## src/rtl/fpu_pkg.sv

```systemverilog
// -----------------------------------------------------------------------------
// fpu_pkg
// Shared definitions for the core-side FPU dispatch slice.
//   - FPU op index encoding (fop_e) and number of ops (FOP_NUM)
//   - dispatcher FSM state encoding (fsm_state_e)
//   - default operand/result and destination-register widths
//   - op_is_legal(): range check of a 4-bit op index against the op count
// -----------------------------------------------------------------------------
package fpu_pkg;

  localparam int DATA_W   = 32;
  localparam int RD_W     = 5;
  localparam int FOP_NUM  = 10;
  localparam int OP_IDX_W = 4;

  typedef enum logic [OP_IDX_W-1:0] {
    FOP_FADD  = 4'd0,
    FOP_FSUB  = 4'd1,
    FOP_FMUL  = 4'd2,
    FOP_FDIV  = 4'd3,
    FOP_FSQRT = 4'd4,
    FOP_FTOI  = 4'd5,
    FOP_ITOF  = 4'd6,
    FOP_FABS  = 4'd7,
    FOP_FEQ   = 4'd8,
    FOP_FLE   = 4'd9
  } fop_e;

  typedef enum logic [1:0] {
    ST_IDLE  = 2'd0,
    ST_ISSUE = 2'd1,
    ST_WAIT  = 2'd2,
    ST_RESP  = 2'd3
  } fsm_state_e;

  function automatic logic op_is_legal(input logic [OP_IDX_W-1:0] op, input int op_n);
    return (int'(op) < op_n);
  endfunction

endpackage

```

## src/rtl/fpu_dispatch_if.sv

```systemverilog
// -----------------------------------------------------------------------------
// fpu_dispatch_if
// Bundles the three channels around the FPU dispatcher:
//   request   : req_valid/req_ready, req_op, req_x1, req_x2, req_rd
//   FPU side  : fpu_opcode (one-hot pulse), fpu_x1, fpu_x2, fpu_y, fpu_valid
//   writeback : wb_valid/wb_ready, wb_data, wb_rd, err_illegal, err_timeout
//   status    : busy, dbg_state (current FSM state)
// Modports:
//   slave  - the dispatcher itself
//   master - the surrounding environment (decoder, FPU, writeback stage)
//
// Handshake rule for both req_* and wb_*: a transfer happens on a rising clock
// edge where valid and ready are both high. A producer holding valid keeps its
// payload stable until that edge; ready may depend combinationally on the
// other side (req_ready follows wb_ready while a response is pending).
// fpu_valid is a single-cycle strobe with no back-pressure.
// -----------------------------------------------------------------------------
interface fpu_dispatch_if #(
  parameter int DATA_W = fpu_pkg::DATA_W,
  parameter int OP_N   = fpu_pkg::FOP_NUM,
  parameter int RD_W   = fpu_pkg::RD_W
);
  import fpu_pkg::*;

  logic                    req_valid;
  logic                    req_ready;
  logic [OP_IDX_W-1:0]     req_op;
  logic [DATA_W-1:0]       req_x1;
  logic [DATA_W-1:0]       req_x2;
  logic [RD_W-1:0]         req_rd;

  logic [OP_N-1:0]         fpu_opcode;
  logic [DATA_W-1:0]       fpu_x1;
  logic [DATA_W-1:0]       fpu_x2;
  logic [DATA_W-1:0]       fpu_y;
  logic                    fpu_valid;

  logic                    wb_valid;
  logic                    wb_ready;
  logic [DATA_W-1:0]       wb_data;
  logic [RD_W-1:0]         wb_rd;
  logic                    err_illegal;
  logic                    err_timeout;

  logic                    busy;
  fsm_state_e              dbg_state;

  modport slave (
    input  req_valid, req_op, req_x1, req_x2, req_rd,
    input  fpu_y, fpu_valid,
    input  wb_ready,
    output req_ready,
    output fpu_opcode, fpu_x1, fpu_x2,
    output wb_valid, wb_data, wb_rd, err_illegal, err_timeout,
    output busy, dbg_state
  );

  modport master (
    output req_valid, req_op, req_x1, req_x2, req_rd,
    output fpu_y, fpu_valid,
    output wb_ready,
    input  req_ready,
    input  fpu_opcode, fpu_x1, fpu_x2,
    input  wb_valid, wb_data, wb_rd, err_illegal, err_timeout,
    input  busy, dbg_state
  );

endinterface

```

## src/rtl/fpu_op_decode.sv

```systemverilog
// -----------------------------------------------------------------------------
// fpu_op_decode
// Combinational op-index decoder.
//   op_i     : 4-bit FPU op index
//   onehot_o : OP_N-bit one-hot vector (all zero for an out-of-range index)
//   legal_o  : high when op_i < OP_N
// -----------------------------------------------------------------------------
module fpu_op_decode
  import fpu_pkg::*;
#(
  parameter int OP_N = FOP_NUM
) (
  input  logic [OP_IDX_W-1:0] op_i,
  output logic [OP_N-1:0]     onehot_o,
  output logic                legal_o
);

  always_comb begin
    onehot_o = '0;
    for (int i = 0; i < OP_N; i++) begin
      onehot_o[i] = (int'(op_i) == i);
    end
    legal_o = op_is_legal(op_i, OP_N);
  end

endmodule

```

## src/rtl/fpu_dispatch.sv

```systemverilog
// -----------------------------------------------------------------------------
// fpu_dispatch
// Core-side initiator for the FPU. Accepts one decoded FP instruction per
// request handshake, holds its operands on fpu_x1/fpu_x2, fires a one-cycle
// one-hot opcode pulse, waits (bounded by TIMEOUT) for fpu_valid and hands the
// result plus destination register to writeback.
// Ports:
//   sys_clk : clock
//   rst     : asynchronous, active-high reset
//   bus     : fpu_dispatch_if.slave (request, FPU and writeback channels,
//             busy and dbg_state status)
// -----------------------------------------------------------------------------
module fpu_dispatch
  import fpu_pkg::*;
#(
  parameter int DATA_W  = fpu_pkg::DATA_W,
  parameter int OP_N    = FOP_NUM,
  parameter int RD_W    = fpu_pkg::RD_W,
  parameter int TIMEOUT = 64
) (
  input  logic            sys_clk,
  input  logic            rst,
  fpu_dispatch_if.slave   bus
);

  localparam int CNT_W = $clog2(TIMEOUT);
  localparam logic [CNT_W-1:0] CNT_LAST = CNT_W'(TIMEOUT - 1);

  fsm_state_e        state_q, state_d;
  logic [OP_N-1:0]   onehot_q, onehot_d;
  logic [DATA_W-1:0] x1_q, x1_d;
  logic [DATA_W-1:0] x2_q, x2_d;
  logic [DATA_W-1:0] data_q, data_d;
  logic [RD_W-1:0]   rd_q, rd_d;
  logic              ill_q, ill_d;
  logic              tmo_q, tmo_d;
  logic [CNT_W-1:0]  cnt_q, cnt_d;

  logic [OP_N-1:0]   dec_onehot;
  logic              dec_legal;
  logic              req_ready;
  logic              accept;

  fpu_op_decode #(.OP_N(OP_N)) u_dec (
    .op_i     (bus.req_op),
    .onehot_o (dec_onehot),
    .legal_o  (dec_legal)
  );

  // Accepting while the current response retires lets ops run back to back.
  assign req_ready = (state_q == ST_IDLE) | ((state_q == ST_RESP) & bus.wb_ready);
  assign accept    = bus.req_valid & req_ready;

  always_comb begin
    state_d  = state_q;
    onehot_d = onehot_q;
    x1_d     = x1_q;
    x2_d     = x2_q;
    data_d   = data_q;
    rd_d     = rd_q;
    ill_d    = ill_q;
    tmo_d    = tmo_q;
    cnt_d    = cnt_q;

    if (accept) begin
      // Only reachable from IDLE or a retiring RESP.
      x1_d     = bus.req_x1;
      x2_d     = bus.req_x2;
      rd_d     = bus.req_rd;
      onehot_d = dec_onehot;
      tmo_d    = 1'b0;
      cnt_d    = '0;
      if (dec_legal) begin
        state_d = ST_ISSUE;
        ill_d   = 1'b0;
      end else begin
        state_d = ST_RESP;
        ill_d   = 1'b1;
        data_d  = '0;
      end
    end else begin
      unique case (state_q)
        ST_ISSUE: begin
          if (bus.fpu_valid) begin
            data_d  = bus.fpu_y;
            state_d = ST_RESP;
          end else begin
            state_d = ST_WAIT;
            cnt_d   = CNT_W'(1);
          end
        end
        ST_WAIT: begin
          if (bus.fpu_valid) begin
            data_d  = bus.fpu_y;
            state_d = ST_RESP;
          end else if (cnt_q == CNT_LAST) begin
            data_d  = '0;
            tmo_d   = 1'b1;
            state_d = ST_RESP;
          end else if (cnt_q != {CNT_W{1'b1}}) begin
            cnt_d = cnt_q + CNT_W'(1);
          end
        end
        ST_RESP: begin
          // fpu_valid here is a stale result and must not touch wb_data.
          if (bus.wb_ready) begin
            state_d = ST_IDLE;
            ill_d   = 1'b0;
            tmo_d   = 1'b0;
          end
        end
        default: ;
      endcase
    end
  end

  always_ff @(posedge sys_clk or posedge rst) begin
    if (rst) begin
      state_q  <= ST_IDLE;
      onehot_q <= '0;
      x1_q     <= '0;
      x2_q     <= '0;
      data_q   <= '0;
      rd_q     <= '0;
      ill_q    <= 1'b0;
      tmo_q    <= 1'b0;
      cnt_q    <= '0;
    end else begin
      state_q  <= state_d;
      onehot_q <= onehot_d;
      x1_q     <= x1_d;
      x2_q     <= x2_d;
      data_q   <= data_d;
      rd_q     <= rd_d;
      ill_q    <= ill_d;
      tmo_q    <= tmo_d;
      cnt_q    <= cnt_d;
    end
  end

  // The pulse is gated by state so it lasts exactly the ISSUE cycle.
  assign bus.fpu_opcode  = (state_q == ST_ISSUE) ? onehot_q : '0;
  assign bus.fpu_x1      = x1_q;
  assign bus.fpu_x2      = x2_q;
  assign bus.req_ready   = req_ready;
  assign bus.wb_valid    = (state_q == ST_RESP);
  assign bus.wb_data     = data_q;
  assign bus.wb_rd       = rd_q;
  assign bus.err_illegal = ill_q;
  assign bus.err_timeout = tmo_q;
  assign bus.busy        = (state_q != ST_IDLE);
  assign bus.dbg_state   = state_q;

endmodule

```

## src/flat_wrapper.sv

```systemverilog
// flat-port wrapper written by rule: the top's interface ports become plain ports
module fpu_dispatch_flat import fpu_pkg::*;
#(
  parameter int DATA_W  = fpu_pkg::DATA_W,
  parameter int OP_N    = FOP_NUM,
  parameter int RD_W    = fpu_pkg::RD_W,
  parameter int TIMEOUT = 64
)
  (sys_clk, rst, bus_req_valid, bus_req_op, bus_req_x1, bus_req_x2, bus_req_rd, bus_fpu_y, bus_fpu_valid, bus_wb_ready, bus_req_ready, bus_fpu_opcode, bus_fpu_x1, bus_fpu_x2, bus_wb_valid, bus_wb_data, bus_wb_rd, bus_err_illegal, bus_err_timeout, bus_busy, bus_dbg_state);
  fpu_dispatch_if #(.DATA_W(DATA_W), .OP_N(OP_N), .RD_W(RD_W)) bus_i ();
  input  logic sys_clk;
  input  logic rst;
  input wire logic [$bits(bus_i.req_valid)-1:0] bus_req_valid;
  input wire logic [$bits(bus_i.req_op)-1:0] bus_req_op;
  input wire logic [$bits(bus_i.req_x1)-1:0] bus_req_x1;
  input wire logic [$bits(bus_i.req_x2)-1:0] bus_req_x2;
  input wire logic [$bits(bus_i.req_rd)-1:0] bus_req_rd;
  input wire logic [$bits(bus_i.fpu_y)-1:0] bus_fpu_y;
  input wire logic [$bits(bus_i.fpu_valid)-1:0] bus_fpu_valid;
  input wire logic [$bits(bus_i.wb_ready)-1:0] bus_wb_ready;
  output wire logic [$bits(bus_i.req_ready)-1:0] bus_req_ready;
  output wire logic [$bits(bus_i.fpu_opcode)-1:0] bus_fpu_opcode;
  output wire logic [$bits(bus_i.fpu_x1)-1:0] bus_fpu_x1;
  output wire logic [$bits(bus_i.fpu_x2)-1:0] bus_fpu_x2;
  output wire logic [$bits(bus_i.wb_valid)-1:0] bus_wb_valid;
  output wire logic [$bits(bus_i.wb_data)-1:0] bus_wb_data;
  output wire logic [$bits(bus_i.wb_rd)-1:0] bus_wb_rd;
  output wire logic [$bits(bus_i.err_illegal)-1:0] bus_err_illegal;
  output wire logic [$bits(bus_i.err_timeout)-1:0] bus_err_timeout;
  output wire logic [$bits(bus_i.busy)-1:0] bus_busy;
  output wire logic [$bits(bus_i.dbg_state)-1:0] bus_dbg_state;
  assign bus_i.req_valid = bus_req_valid;
  assign bus_i.req_op = bus_req_op;
  assign bus_i.req_x1 = bus_req_x1;
  assign bus_i.req_x2 = bus_req_x2;
  assign bus_i.req_rd = bus_req_rd;
  assign bus_i.fpu_y = bus_fpu_y;
  assign bus_i.fpu_valid = bus_fpu_valid;
  assign bus_i.wb_ready = bus_wb_ready;
  assign bus_req_ready = bus_i.req_ready;
  assign bus_fpu_opcode = bus_i.fpu_opcode;
  assign bus_fpu_x1 = bus_i.fpu_x1;
  assign bus_fpu_x2 = bus_i.fpu_x2;
  assign bus_wb_valid = bus_i.wb_valid;
  assign bus_wb_data = bus_i.wb_data;
  assign bus_wb_rd = bus_i.wb_rd;
  assign bus_err_illegal = bus_i.err_illegal;
  assign bus_err_timeout = bus_i.err_timeout;
  assign bus_busy = bus_i.busy;
  assign bus_dbg_state = bus_i.dbg_state;
  fpu_dispatch #(.DATA_W(DATA_W), .OP_N(OP_N), .RD_W(RD_W), .TIMEOUT(TIMEOUT)) u_core (.sys_clk(sys_clk), .rst(rst), .bus(bus_i));
endmodule
```

## config.mk

```make
export PLATFORM = sky130hd
export DESIGN_NAME = fpu_dispatch_flat
export DESIGN_NICKNAME = d
export VERILOG_FILES = /design/src/rtl/fpu_pkg.sv /design/src/rtl/fpu_dispatch_if.sv /design/src/rtl/fpu_op_decode.sv /design/src/rtl/fpu_dispatch.sv /design/src/flat_wrapper.sv
export SDC_FILE = /design/constraint.sdc
export NUM_CORES = 1
export LEC_CHECK = 0
export CORE_ASPECT_RATIO = 1.25
export CORE_UTILIZATION = 45
export CTS_CLUSTER_DIAMETER = 120
export CTS_CLUSTER_SIZE = 12
export DETAILED_ROUTE_END_ITERATION = 10
export PLACE_DENSITY = 0.84
export RECOVER_POWER = 100
export SLEW_MARGIN = 20
export SYNTH_ARGS = -nofsm -noshare
export SYNTH_HDL_FRONTEND = slang
export SYNTH_HIERARCHICAL = 1
export SYNTH_SLANG_ARGS = --single-unit
```

## constraint.sdc

```tcl
create_clock -name sys_clk -period 7.7 [get_ports sys_clk]
set_input_delay 0.77 -clock sys_clk [delete_from_list [all_inputs] [get_ports sys_clk]]
set_output_delay 0.77 -clock sys_clk [all_outputs]
set_load 0.05 [all_outputs]
```

==> results of run 1 <==
==> per-layer routing <==
metal	vias up	part of all wire, %	global-route usage [%]
met5	-	0	0
met4	0	2.8	11.2
met3	28	4.8	5.95
met2	154	53	42.0
met1	2328	39	29.1
li1	2324	-	-
==> where the power goes <==
part	internal [uW]	total, uW	switching [uW]
Sequential	906	1050	142
Combinational	629	2130	1510
Clock	448	714	266
Total	1980	3900	1910
==> flip-flops by register name, indices dropped and copies added, names as in the netlist <==
signal                  flops
u_core/bus.wb_data         32
u_core/bus.fpu_x2          32
u_core/bus.err_timeout      1
u_core/bus.wb_rd            5
u_core/bus.dbg_state        2
u_core/bus.fpu_x1          32
u_core/bus.err_illegal      1
u_core/cnt_q                6
u_core/onehot_q            10
==> worst max-delay path, stage by stage <==
cell           delay (ns)
dlygate4sd3_1        0.65
inv_1                0.13
nor2_4               0.11
clkbuf_1             2.44
o21ai_0              0.39
a22o_1               0.30
==> stage by stage <==
step	instances	utilization, %
after floorplan	583	-
after global placement	938	66.5
after detailed placement	938	66.5
after CTS	970	71.1
after global routing	970	71.0
final	970	71.0
==> synth_stat cells (2+ instances only) <==
cell type  count
nand2_1      280
dfrtp_1      121
o21ai_0       37
mux2i_1       34
buf_2         16
clkbuf_1      12
and2_1        10
inv_1          7
ha_1           5
nand3_1        5
a21oi_1        4
buf_4          4
nor4b_2        4
a2111o_1       3
and4bb_2       3
buf_1          3
buf_6          3
a31oi_1        2
nand2b_1       2
nor2_1         2
o2111ai_1      2
o21ai_1        2
==> cells by family after synthesis <==
kind of cell               share of synthesized area (%)
DFF                                                 56.0
adders and majority gates                           1.16
muxes                                               6.29
AOI/OAI and AO/OA                                   7.38
buffers and inverters                               4.26
and+or+nand+nor                                     25.0
==> cell type report <==
cell class | count | area, um2
flip-flops and latches | 121 | 3030
clock buffers | 23 | 458
fillers | 867 | 3390
inverters | 8 | 31.3
well taps | 161 | 201
multi-input cells | 416 | 2180
clock inverters | 9 | 75.1
repair buffers | 232 | 2310
==> worst paths after layout <==
check,startpoint,end,slack [ns],depth (start not counted)
min in group asynchronous,rst,u_core/bus.fpu_x1[0]$_DFFE_PP0P_,1.46,2
max reg2reg,u_core/bus.dbg_state[1]$_DFFE_PP0P_,u_core/bus.dbg_state[1]$_DFFE_PP0P_,3.39,6
max,bus_req_valid,u_core/bus.dbg_state[1]$_DFFE_PP0P_,3.19,6
max in group asynchronous,rst,u_core/onehot_q[1]$_DFFE_PP0P_,4.50,3
min reg2reg,u_core/onehot_q[4]$_DFFE_PP0P_,u_core/onehot_q[4]$_DFFE_PP0P_,0.46,2
min,u_core/onehot_q[4]$_DFFE_PP0P_,u_core/onehot_q[4]$_DFFE_PP0P_,0.46,2
==> flow_summary.json, run 1 <==
{
  "dr.pass1.iters": 4,
  "ir_worst_vdd_mv": 0.230,
  "worst_skew_pair.late_latency_ns": 0.40,
  "tightest_slew_ns": 3.50,
  "start_kind": "input port",
  "synth.distinct_cells": 44,
  "cts_resized": 0,
  "drv_cap": 2,
  "finalCriticalPeriod_ns": 4.51,
  "finClkSkew_ns": 0.0101,
  "synthesis.nets": 698,
  "p_total_uw": 3900,
  "nNetsFinal": 911,
  "synth_ff_type": "dfrtp_1",
  "syn_to_final_growth_pct": 53.1,
  "antenna_cells": 0,
  "cts_buffer_depth": 2,
  "setup_viol": 0,
  "crit_type": "in2reg",
  "yosysWarnings": 6,
  "finalWorstSetupSlack_ns": 3.19,
  "final_area_mm2": 0.00829,
  "syn_area_per_cell_um2": 9.28,
  "hold_violations": 0,
  "postCtsSetupBuffers": 0,
  "maxSlewViolCount": 139,
  "drc_errors": 0,
  "cp-end-kind": "flip-flop",
  "htreeDepth": 4,
  "cts.clk_slew.worst_paths_ns": 0.05,
  "yosys.area.top_type": "dfrtp_1",
  "synth_area_leaders": "dfrtp_1, nand2_1, mux2i_1",
  "slew-limit-headroom_pct": -133,
  "p_per_area_mw_per_mm2": 470,
  "post-dp-hpwl_mm": 10.1,
  "cts_root_buffer": "clkbuf_16",
  "wl_per_cell_um": 15.2,
  "status": "finished, violations left",
  "grt_pass1_wl_mm": 24.1,
  "cts_hold_buf": 0,
  "tns_ns": 0,
  "crit_arrival_ns": 4.81,
  "cts_num_sinks": 121,
  "die_x_um": 100,
  "synth_edf_count": 0,
  "netlist_area_mm2": 0.00541,
  "ys_seq_area_share_pct": 56.0,
  "ios": 228,
  "antenna_found_initial": 0,
  "dp_slack_ns": 4.57,
  "grt.overflow.total": 0,
  "placement.io_buffers": 227,
  "place_congestion": 0.773,
  "cts_buffers": 17,
  "p_leak_uw": 0.00419,
  "postRouteAntennaNets": 0,
  "placed_area_mm2": 0.00776,
  "async_flop_share_pct": 100,
  "route.detailed.vias_per_inst": 4.98,
  "worst_hold_slack_ns": 0.463,
  "rsz0062_at_grt": "no",
  "fin_crit_sh_pct": 58.6,
  "drtIter0Drc": 216,
  "dr_total_vias": 4834,
  "synth.top_cell.area_share_pct": 56.0,
  "min_path_type": "reg2reg",
  "ys_seq_elements": 121,
  "cts_tree": "yes",
  "layout_commonest_cell": "nand2_1",
  "fp.dieH_um": 125,
  "critPathMaxFanout": 83,
  "grt_use_total_pct": 24.6,
  "grt_pass1_vias": 4937,
  "dieArea_mm2": 0.0125,
  "cp.required_ns": 7.99,
  "core.rowCount": 44,
  "wl_mm": 14.8,
  "drive_gt1_share_pct": 6.06,
  "start_util_pct": 46.4,
  "grt_max_degree": 124,
  "layout_common_cells": "nand2_1, dfrtp_1, dlygate4sd3_1, clkdlybuf4s50_1, o21ai_0",
  "fp.coreArea_mm2": 0.0117,
  "synthCells": 583,
  "max_freq_mhz": 222,
  "violations": "capacitance limit, slew limit"
}
No activity file was read; power rests on OpenSTA's default activity.
==> run 2: changes to the inputs <==
--- a/config.mk
+++ b/config.mk
@@ -6,11 +6,11 @@
 export NUM_CORES = 1
 export LEC_CHECK = 0
 export CORE_ASPECT_RATIO = 1.25
-export CORE_UTILIZATION = 45
+export CORE_UTILIZATION = 43
 export CTS_CLUSTER_DIAMETER = 120
 export CTS_CLUSTER_SIZE = 12
 export DETAILED_ROUTE_END_ITERATION = 10
-export PLACE_DENSITY = 0.84
+export PLACE_DENSITY = 0.81
 export RECOVER_POWER = 100
 export SLEW_MARGIN = 20
 export SYNTH_ARGS = -nofsm -noshare
==> constraint.sdc (replaced) <==
create_clock -name sys_clk -period 4.4 [get_ports sys_clk]
set_input_delay 0.44 -clock sys_clk [delete_from_list [all_inputs] [get_ports sys_clk]]
set_output_delay 0.44 -clock sys_clk [all_outputs]
set_load 0.05 [all_outputs]
==> run 2 against run 1 <==
Effect of this change: flip-flop and latch count unchanged; clock skew decreased by 0.00059 ns; register-to-register slack worse by 2.3 ns; largest power group unchanged; routed wire length increased by 1.4%; cell count up 0.52%; sequential share of layout area down 0.27 points; largest cell class unchanged; die area up 4.6%; design area increased by 0.74%; via count hardly changed; combinational power increased by 75%; the run still ends with capacitance limit, slew limit left; clock-buffer cell count shrank 2; critical path depth did not move.
==> flow_summary.json, run 2 (synthesized netlist as in run 1, its figures left out) <==
{
  "cts_tree": "yes",
  "crit_top_cell": "nand2_1",
  "grt_use_met3_pct": 7.33,
  "drtIter0Drc": 237,
  "ir_worst_vdd_mv": 0.394,
  "grt_use_total_pct": 23.5,
  "grt_pass1_vias": 4826,
  "post-dp-hpwl_mm": 10.6,
  "critical_path_buf_inv_count": 1,
  "crit_chain": "ha_1 -> a21oi_1 -> nor2_1 -> clkbuf_2 -> nand2_1 -> nand2_1",
  "crit_family": "simple AND/OR/NAND/NOR gates",
  "grt.overflow.total": 0,
  "ios": 228,
  "setup_viol": 0,
  "postRouteAntennaNets": 0,
  "layout_common_cells": "nand2_1, dfrtp_1, dlygate4sd3_1, clkdlybuf4s50_1, o21ai_0",
  "start_kind": "flip-flop",
  "tns_ns": 0,
  "dr_total_vias": 4831,
  "antenna_found_initial": 0,
  "rrSetupSlack_ns": 1.12,
  "dieArea_mm2": 0.0130,
  "status": "finished, violations left",
  "layout_commonest_cell": "nand2_1",
  "cts_num_sinks": 121,
  "htreeDepth": 4,
  "gr-usage-met2_pct": 41.3,
  "maxSlewViolCount": 80,
  "nFillCells": 989,
  "slew-limit-headroom_pct": -61.9,
  "cts_buffers": 17,
  "fin_crit_sh_pct": 74.5,
  "finClkSkew_ns": 0.00951,
  "grt_pass1_wl_mm": 23.4,
  "cts.clk_slew.worst_paths_ns": 0.05,
  "fp.coreArea_mm2": 0.0122,
  "violations": "capacitance limit, slew limit",
  "route.detailed.vias_per_inst": 4.95,
  "tightest_slew_ns": 2.42,
  "place_congestion": 0.805,
  "cts_root_buffer": "clkbuf_16",
  "placement.io_buffers": 227,
  "finalCriticalPeriod_ns": 3.28,
  "drc_errors": 0,
  "crit_arrival_ns": 3.62,
  "p_per_area_mw_per_mm2": 835,
  "drv_cap": 2,
  "final_cells": 975,
  "start_util_pct": 44.3,
  "fp.dieH_um": 127,
  "crit_type": "reg2reg",
  "min_path_type": "reg2reg",
  "wl_mm": 15.0,
  "critPathMaxStageDelay_ns": 1.18,
  "dr.pass1.iters": 4,
  "max_freq_mhz": 305,
  "cts_resized": 0,
  "antenna_cells": 0,
  "place_inst": 943,
  "worst_skew_pair.late_latency_ns": 0.41,
  "die_x_um": 102,
  "hold_violations": 0,
  "rsz0062_at_grt": "no",
  "grt_max_degree": 64,
  "critPathMaxFanout": 40,
  "busiest_layer": "met2",
  "postCtsSetupBuffers": 0,
  "grt_use_met1_pct": 25.8,
  "critPathSlowestCell": "nor2_1",
  "core.rowCount": 45,
  "cts_buffer_depth": 2,
  "drive_gt1_share_pct": 6.54,
  "syn_to_final_growth_pct": 54.3,
  "p_leak_uw": 0.00424,
  "cts_hold_buf": 0,
  "wl_per_cell_um": 15.3,
  "cp-end-kind": "flip-flop",
  "nNetsFinal": 913,
  "cp.required_ns": 4.74
}
[run 2: cell types whose count changed in the layout (fill, tap and decap cells not counted), sizes merged]
cell	delta
buf	-2
bufinv	+2
clkbuf	+2
clkdlybuf4s50	+1
dlygate4sd3	-1
[run 2: worst min-delay path, stage by stage (launching register included)]
cell	delay, ns
dfrtp_1	0.33
nand2_1	0.05
nand2_1	0.05
[run 2: layout make-up]
cell class / count / area [um2] / share of cell area (%)
Sequential cell: 121 / 3030 / 36.3
Timing Repair Buffer: 234 / 2310 / 27.7
Multi-Input combinational cell: 416 / 2160 / 25.9
Clock buffer: 21 / 460 / 5.52
Tap cell: 164 / 205 / 2.46
Clock inverter: 11 / 146 / 1.75
Inverter: 8 / 31.3 / 0.375
[run 2: where the power goes]
| group | total [uW] | internal, uW | switching [uW] |
|---|---|---|---|
| clock | 1400 | 919 | 486 |
| sequential | 1830 | 1590 | 249 |
| combinational | 3730 | 1080 | 2650 |
[run 2: path summary, 6_finish.rpt]
kind / startpoint / to / depth (start not counted)
worst max-delay path: u_core/bus.dbg_state[1]$_DFFE_PP0P_ / u_core/bus.fpu_x1[21]$_DFFE_PP0P_ / 6
worst min-delay path: u_core/bus.wb_rd[4]$_DFFE_PP0P_ / u_core/bus.wb_rd[4]$_DFFE_PP0P_ / 2
worst max register to register: u_core/bus.dbg_state[1]$_DFFE_PP0P_ / u_core/bus.fpu_x1[21]$_DFFE_PP0P_ / 6
worst min register to register: u_core/bus.wb_rd[4]$_DFFE_PP0P_ / u_core/bus.wb_rd[4]$_DFFE_PP0P_ / 2
max in group asynchronous: rst / u_core/bus.wb_data[30]$_DFFE_PP0P_ / 3
min in group asynchronous: rst / u_core/bus.fpu_x2[8]$_DFFE_PP0P_ / 2
[run 2: stage by stage]
stage               hold slack (ns)  utilization (%)  power [uW]  worst slack (ns)  area, um2
floorplan                     0.437                -        4450             0.746       5410
global placement              0.449             63.6        5660              1.82       7780
detailed placement            0.457             63.6        5780              1.69       7780
CTS                           0.470             68.6        7220              1.44       8380
global route                  0.483             68.3        7340             0.815       8350
finish                        0.464             68.3        6970              1.12       8350
[run 2: per-layer routing]
layer  part of all wire, %  routed length, um
met2                    54               8090
met3                   6.3                944
met5                     0                  0
met1                    37               5540
met4                   2.5                379
